## src/rtl/alu_cmd_sequencer_if.sv

```systemverilog
// Command/response bus between a controller and the ALU command sequencer.
// master = controller issuing commands, slave = the sequencer.
interface alu_cmd_sequencer_if #(
    parameter int WIDTH = 4,
    parameter int CNT_W = 8
);
    logic             cmd_valid;
    logic             cmd_ready;
    logic [1:0]       cmd_op;
    logic [WIDTH-1:0] cmd_a;
    logic [WIDTH-1:0] cmd_b;
    logic             rsp_valid;
    logic             rsp_ready;
    logic [1:0]       rsp_op;
    logic [WIDTH-1:0] rsp_data;
    logic [3:0]       rsp_flags;
    logic [CNT_W-1:0] done_cnt;

    modport master (
        output cmd_valid, cmd_op, cmd_a, cmd_b, rsp_ready,
        input  cmd_ready, rsp_valid, rsp_op, rsp_data, rsp_flags, done_cnt
    );

    modport slave (
        input  cmd_valid, cmd_op, cmd_a, cmd_b, rsp_ready,
        output cmd_ready, rsp_valid, rsp_op, rsp_data, rsp_flags, done_cnt
    );
endinterface

```

## src/rtl/alu_cmd_sequencer.sv

```systemverilog
// Sequential front end for the 4-bit combinational ALU: accepts one command,
// holds the ALU inputs for SETTLE cycles, captures the results and returns
// them over a valid/ready response port. One transaction in flight at a time.
module alu_cmd_sequencer #(
    parameter int WIDTH  = 4,
    parameter int SETTLE = 1,
    parameter int CNT_W  = 8
) (
    input  logic                 clk,
    input  logic                 rst_n,
    alu_cmd_sequencer_if.slave   bus,
    output logic [WIDTH-1:0]     alu_a,
    output logic [WIDTH-1:0]     alu_b,
    output logic                 alu_s1,
    output logic                 alu_s0,
    input  logic [WIDTH-1:0]     alu_sum,
    input  logic                 alu_carry,
    input  logic                 alu_gt,
    input  logic                 alu_lt,
    input  logic                 alu_eq,
    input  logic [WIDTH-1:0]     alu_and
);

    if (SETTLE < 1 || SETTLE > 15) begin : g_bad_settle
        $error("alu_cmd_sequencer: SETTLE must be in 1..15");
    end

    localparam logic [3:0] SETTLE_L = 4'(SETTLE);

    typedef enum logic [1:0] {IDLE, DRIVE, RESP} state_t;

    state_t           state_q, state_d;
    logic [3:0]       cnt_q, cnt_d;
    logic             cmd_ready_q, cmd_ready_d;
    logic             rsp_valid_q, rsp_valid_d;
    logic [WIDTH-1:0] alu_a_q, alu_a_d;
    logic [WIDTH-1:0] alu_b_q, alu_b_d;
    logic [1:0]       alu_sel_q, alu_sel_d;
    logic [1:0]       rsp_op_q, rsp_op_d;
    logic [WIDTH-1:0] rsp_data_q, rsp_data_d;
    logic [3:0]       rsp_flags_q, rsp_flags_d;
    logic [CNT_W-1:0] done_cnt_q, done_cnt_d;

    // Next-state and datapath: accept in IDLE, count down in DRIVE,
    // capture on the last settle cycle, hold the response until consumed.
    always_comb begin
        state_d     = state_q;
        cnt_d       = cnt_q;
        rsp_valid_d = rsp_valid_q;
        alu_a_d     = alu_a_q;
        alu_b_d     = alu_b_q;
        alu_sel_d   = alu_sel_q;
        rsp_op_d    = rsp_op_q;
        rsp_data_d  = rsp_data_q;
        rsp_flags_d = rsp_flags_q;
        done_cnt_d  = done_cnt_q;

        case (state_q)
            IDLE: begin
                // cmd_ready_q gates acceptance so nothing is taken on the
                // first edge after reset release.
                if (bus.cmd_valid && cmd_ready_q) begin
                    alu_a_d   = bus.cmd_a;
                    alu_b_d   = bus.cmd_b;
                    alu_sel_d = bus.cmd_op;
                    cnt_d     = SETTLE_L;
                    state_d   = DRIVE;
                end
            end
            DRIVE: begin
                cnt_d = cnt_q - 4'd1;
                if (cnt_q == 4'd1) begin
                    rsp_op_d    = alu_sel_q;
                    rsp_valid_d = 1'b1;
                    state_d     = RESP;
                    case (alu_sel_q)
                        2'b00, 2'b01: begin
                            rsp_data_d  = alu_sum;
                            rsp_flags_d = {alu_carry, 3'b000};
                        end
                        2'b10: begin
                            rsp_data_d  = '0;
                            rsp_flags_d = {1'b0, alu_gt, alu_lt, alu_eq};
                        end
                        default: begin
                            rsp_data_d  = alu_and;
                            rsp_flags_d = 4'b0000;
                        end
                    endcase
                end
            end
            RESP: begin
                if (bus.rsp_ready) begin
                    rsp_valid_d = 1'b0;
                    done_cnt_d  = done_cnt_q + 1'b1;
                    state_d     = IDLE;
                end
            end
            default: state_d = IDLE;
        endcase

        cmd_ready_d = (state_d == IDLE);
    end

    // State and output registers; reset discards any transaction in flight.
    always_ff @(posedge clk or negedge rst_n) begin
        if (!rst_n) begin
            state_q     <= IDLE;
            cnt_q       <= '0;
            cmd_ready_q <= 1'b0;
            rsp_valid_q <= 1'b0;
            alu_a_q     <= '0;
            alu_b_q     <= '0;
            alu_sel_q   <= '0;
            rsp_op_q    <= '0;
            rsp_data_q  <= '0;
            rsp_flags_q <= '0;
            done_cnt_q  <= '0;
        end else begin
            state_q     <= state_d;
            cnt_q       <= cnt_d;
            cmd_ready_q <= cmd_ready_d;
            rsp_valid_q <= rsp_valid_d;
            alu_a_q     <= alu_a_d;
            alu_b_q     <= alu_b_d;
            alu_sel_q   <= alu_sel_d;
            rsp_op_q    <= rsp_op_d;
            rsp_data_q  <= rsp_data_d;
            rsp_flags_q <= rsp_flags_d;
            done_cnt_q  <= done_cnt_d;
        end
    end

    assign bus.cmd_ready = cmd_ready_q;
    assign bus.rsp_valid = rsp_valid_q;
    assign bus.rsp_op    = rsp_op_q;
    assign bus.rsp_data  = rsp_data_q;
    assign bus.rsp_flags = rsp_flags_q;
    assign bus.done_cnt  = done_cnt_q;
    assign alu_a         = alu_a_q;
    assign alu_b         = alu_b_q;
    assign alu_s1        = alu_sel_q[1];
    assign alu_s0        = alu_sel_q[0];

endmodule
```

## src/flat_wrapper.sv

```systemverilog
// flat-port wrapper written by rule: the top's interface ports become plain ports
module alu_cmd_sequencer_flat 
#(
    parameter int WIDTH  = 4,
    parameter int SETTLE = 1,
    parameter int CNT_W  = 8
)
  (clk, rst_n, alu_a, alu_b, alu_s1, alu_s0, alu_sum, alu_carry, alu_gt, alu_lt, alu_eq, alu_and, bus_cmd_valid, bus_cmd_op, bus_cmd_a, bus_cmd_b, bus_rsp_ready, bus_cmd_ready, bus_rsp_valid, bus_rsp_op, bus_rsp_data, bus_rsp_flags, bus_done_cnt);
  alu_cmd_sequencer_if #(.WIDTH(WIDTH), .CNT_W(CNT_W)) bus_i ();
  input  logic clk;
  input  logic rst_n;
  output logic [WIDTH-1:0] alu_a;
  output logic [WIDTH-1:0] alu_b;
  output logic alu_s1;
  output logic alu_s0;
  input  logic [WIDTH-1:0] alu_sum;
  input  logic alu_carry;
  input  logic alu_gt;
  input  logic alu_lt;
  input  logic alu_eq;
  input  logic [WIDTH-1:0] alu_and;
  input wire logic [$bits(bus_i.cmd_valid)-1:0] bus_cmd_valid;
  input wire logic [$bits(bus_i.cmd_op)-1:0] bus_cmd_op;
  input wire logic [$bits(bus_i.cmd_a)-1:0] bus_cmd_a;
  input wire logic [$bits(bus_i.cmd_b)-1:0] bus_cmd_b;
  input wire logic [$bits(bus_i.rsp_ready)-1:0] bus_rsp_ready;
  output wire logic [$bits(bus_i.cmd_ready)-1:0] bus_cmd_ready;
  output wire logic [$bits(bus_i.rsp_valid)-1:0] bus_rsp_valid;
  output wire logic [$bits(bus_i.rsp_op)-1:0] bus_rsp_op;
  output wire logic [$bits(bus_i.rsp_data)-1:0] bus_rsp_data;
  output wire logic [$bits(bus_i.rsp_flags)-1:0] bus_rsp_flags;
  output wire logic [$bits(bus_i.done_cnt)-1:0] bus_done_cnt;
  assign bus_i.cmd_valid = bus_cmd_valid;
  assign bus_i.cmd_op = bus_cmd_op;
  assign bus_i.cmd_a = bus_cmd_a;
  assign bus_i.cmd_b = bus_cmd_b;
  assign bus_i.rsp_ready = bus_rsp_ready;
  assign bus_cmd_ready = bus_i.cmd_ready;
  assign bus_rsp_valid = bus_i.rsp_valid;
  assign bus_rsp_op = bus_i.rsp_op;
  assign bus_rsp_data = bus_i.rsp_data;
  assign bus_rsp_flags = bus_i.rsp_flags;
  assign bus_done_cnt = bus_i.done_cnt;
  alu_cmd_sequencer #(.WIDTH(WIDTH), .SETTLE(SETTLE), .CNT_W(CNT_W)) u_core (.clk(clk), .rst_n(rst_n), .bus(bus_i), .alu_a(alu_a), .alu_b(alu_b), .alu_s1(alu_s1), .alu_s0(alu_s0), .alu_sum(alu_sum), .alu_carry(alu_carry), .alu_gt(alu_gt), .alu_lt(alu_lt), .alu_eq(alu_eq), .alu_and(alu_and));
endmodule
```

## config.mk

```make
export PLATFORM = sky130hd
export DESIGN_NAME = alu_cmd_sequencer_flat
export DESIGN_NICKNAME = d
export VERILOG_FILES = /design/src/rtl/alu_cmd_sequencer_if.sv /design/src/rtl/alu_cmd_sequencer.sv /design/src/flat_wrapper.sv
export SDC_FILE = /design/constraint.sdc
export NUM_CORES = 1
export LEC_CHECK = 0
export BUFFER_PORTS_ARGS = -buffer_cell sky130_fd_sc_hd__buf_2
export CAP_MARGIN = 10
export CORE_MARGIN = 2
export CORE_UTILIZATION = 44
export CTS_CLUSTER_SIZE = 10
export DETAILED_ROUTE_END_ITERATION = 16
export GPL_ROUTABILITY_DRIVEN = 0
export PLACE_DENSITY_LB_ADDON = 0.12
export SLEW_MARGIN = 15
export SYNTH_ARGS = -nofsm -noshare
export SYNTH_HDL_FRONTEND = slang
export SYNTH_SLANG_ARGS = --single-unit
```

## constraint.sdc

```tcl
create_clock -name clk -period 1.5 [get_ports clk]
set_clock_uncertainty 0.15 [all_clocks]
set_input_delay 0.15 -clock clk [delete_from_list [all_inputs] [get_ports clk]]
set_output_delay 0.15 -clock clk [all_outputs]
set_load 0.03 [all_outputs]
```

==> metrics.txt <==
status complete, but fails checks; failing checks negative setup slack; crit path DAT approximately 1.7 ns; end of the critical path u_core.bus.rsp_flags[3]; Clock Power Share 0.110; largest family of logic cells by synthesized area multiplexers; Synth Cell Area approximately 0.0016 sq mm; maximum clock frequency 625 MHz; Min-Delay Path Depth 4; cell count after synthesis around 120; leakage dissipation 1.22 nW; nets about 250; yosys warns 0; worst-path fanout max 6; htree depth 2; Seq pwr share 0.356; Compound-Gate Fraction of Synth Area 0.0540; FP Rows 21; drt first pass iters 4; final antenna-violating net count 0; Psw ~2.1 mW; P per Cell Area about 2100 mW/mm^2; register area 905 sq um; Reg2Reg Depth 5; CTS tree done; flop2flop setup slack -0.10 ns; Area Overhead vs Synth 47.5%; final hold viol count 0; final WL 3.59 mm; Synthesized Nets ~150; min cycle time layout about 1.6 ns; Tightest Pin Transition 0.421 ns; Synth top area share 0.563; Main synth FF type dfrtp_1; Die Wd between 60 and 70 um; wire per inst about 14 um; # fillers between 200 and 300; final instance area 0.00236 sq mm; CP Class reg -> reg; Syn Area/Cell between 10 and 15 sq um; DPL Wire Length roughly 2.5 mm; largest net degree at the start of global routing 21; via count ~1300; vias in the first global route ~1300; Hold WC Path Type in -> reg; multi-input logic area around 720 sq um; Worst setup SP type register; Crit. Startpoint u_core.cnt_q[1]; Int Pwr ~2.8 mW; synthesized flop and latch total 36; Die Height ~64 um; Synth async-reset ratio 1.00; Synth area leader dfrtp_1; Clock Tree Buf Depth 2; detailed-route DRC error count 0; setup ws final -0.101 ns; max cap viols 0; core area roughly 0.0034 sq mm; initial DRC count 60; Num CTS Buffers 5; xor/xnor share of the synthesized area 0.0383; n_diodes 0; Buffers on Ports 55; fraction of the mapped netlist area in adder cells 0.0235; Gate power share 0.534; post-synthesis simple-gate area fraction 0.138; Starting Density 0.468; Worst EP required between 1.5 and 2 ns; Clock Tree Root clkbuf_4; Worst VDD drop about 1200 uV; Post-DP Area between 0.002 and 0.0025 sq mm; full die area between 0.004 and 0.005 sq mm; initial antenna violation count 0; fin. max-slew vios 0; worst skew pair latency ~0.35 ns; synth top area cells dfrtp_1 (56%), mux2_2 (5.6%), mux2_4 (4.7%); Distinct cells, synth 34; Setup crit end kind register; mux cell area share after synthesis 0.145; r2r startpoint u_core.cnt_q[1]; switching share of total power 0.421; overflow left after global routing 0; Final Setup Violations 24; RSZ-0062 raised after global routing yes; DR vias/cell roughly 5; Util after Layout 0.690; I/O pin cnt 56; Post-synth EDFFs 0; CTS sink count 36; sequential-to-total area share from yosys stat 0.563; global-route wire length before repair approximately 6 mm; Clock transition at path regs about 0.10 ns; Reg-to-Reg End u_core.bus.rsp_flags[3]; GRT Overall Usage 0.193; Period Utilization, post-route 1.07; Slew headroom 0.719; layout cell share with drive strength beyond 1 0.532
## how the worst min path moves through the flow
stage | start | to
final | alu_and[2] | u_core.bus.rsp_data[2]
after global routing | alu_carry | u_core.bus.rsp_flags[3]
after CTS | alu_gt | u_core.bus.rsp_flags[2]
after detailed placement | rst_n | u_core.bus.done_cnt[6]
after global placement | rst_n | u_core.bus.done_cnt[5]
after floorplan | rst_n | u_core.alu_a[0]
## worst max-delay path, cell delays in order, from the launching register on
cell	delay [ns]
dfrtp_1	0.41
inv_2	0.09
ha_4	0.12
nor3b_4	0.26
nand2_4	0.14
mux2_4	0.32
## repair_timing
action | 4_1_cts | 5_1_grt
endpoints found under the setup margin | 26 | 34
buffers inserted | 0 | 4
pin swaps | 3 | 1
endpoints found under the hold margin | 50 | 1
cloned | 0 | 1
hold buffers | 14 | 1
resized for setup | 11 | 7
## registers in the layout (all words and copies together), names as in the netlist
name	count
u_core.bus.rsp_valid	1
u_core.alu_b	4
u_core.cnt_q	4
u_core.bus.rsp_flags	4
u_core.bus.done_cnt	8
u_core.bus.cmd_ready	1
u_core.state_q	2
u_core.bus.rsp_op	2
u_core.bus.rsp_data	4
u_core.alu_sel_q	2
u_core.alu_a	4
## synth_stat cells (all sizes together) (4+ instances only)
library cell,number
xor2,4
nand2,5
buf,4
mux2,18
nand4,4
dfrtp,36
nand3,7
inv,6
o21ai,6
## cells by family (layout without fill, tap and decap cells)
| logic type | count (synthesis) | count (layout) |
|---|---|---|
| DFF | 36 | 36 |
| and+or+nand+nor | 35 | 36 |
| muxes | 19 | 19 |
| AOI/OAI and AO/OA | 13 | 13 |
| buffers and inverters | 11 | 104 |
| xor gates and xnor gates | 7 | 7 |
| adders and majority gates | 3 | 3 |
## layout by cell type, fill, tap and decap left out, drive strengths merged, types with 2 or more instances in the layout
| cell | n |
|---|---|
| nand2b | 3 |
| o21ai | 6 |
| xnor2 | 3 |
| clkbuf | 6 |
| nor2 | 2 |
| nand2 | 6 |
| dfrtp | 36 |
| nor3 | 3 |
| nand3 | 7 |
| inv | 6 |
| dlygate4sd3 | 15 |
| buf | 75 |
| nand3b | 3 |
| a21bo | 3 |
| ha | 3 |
| xor2 | 4 |
| mux2 | 18 |
| clkinv | 2 |
| nand4 | 4 |
| nor2b | 3 |
## metal layers
metal	vias to the layer above	GRT usage	wire, um
met3	7	0.0511	182
met1	627	0.236	1520
met5	-	0	0
li1	619	-	-
met2	32	0.320	1830
met4	0	0.0878	58
## through the flow
| step | setup TNS [ns] | instances | setup slack, ns | total power [mW] | hold WS [ns] |
|---|---|---|---|---|---|
| after floorplan | -1.00 | 124 | -0.121 | 3.33 | -0.296 |
| after global placement | -0.415 | 236 | -0.0399 | 4.05 | -0.0388 |
| after detailed placement | -0.922 | 236 | -0.0813 | 4.14 | -0.0347 |
| after CTS | -1.04 | 258 | -0.0823 | 4.81 | 0.00742 |
| after global routing | -3.81 | 264 | -0.206 | 5.24 | 0.0451 |
| final | -1.32 | 264 | -0.101 | 4.91 | 0.0175 |
## power groups by stage
stage / combinational, mW / clock (mW) / sequential, mW
finish: 2.62 / 0.542 / 1.75
CTS: 2.52 / 0.564 / 1.73
global route: 2.81 / 0.605 / 1.82
global placement: 2.33 / 0 / 1.71
floorplan: 1.01 / 0 / 2.32
detailed placement: 2.40 / 0 / 1.74
## final cells by class
class,instances,area share
Clock buffer,6,0.0218
Clock inverter,2,0.00424
Inverter,6,0.00955
Multi-Input combinational cell,78,0.306
Sequential cell,36,0.384
Tap cell,46,0.0244
Timing Repair Buffer,90,0.250
Power figures use the tool's default switching activity.
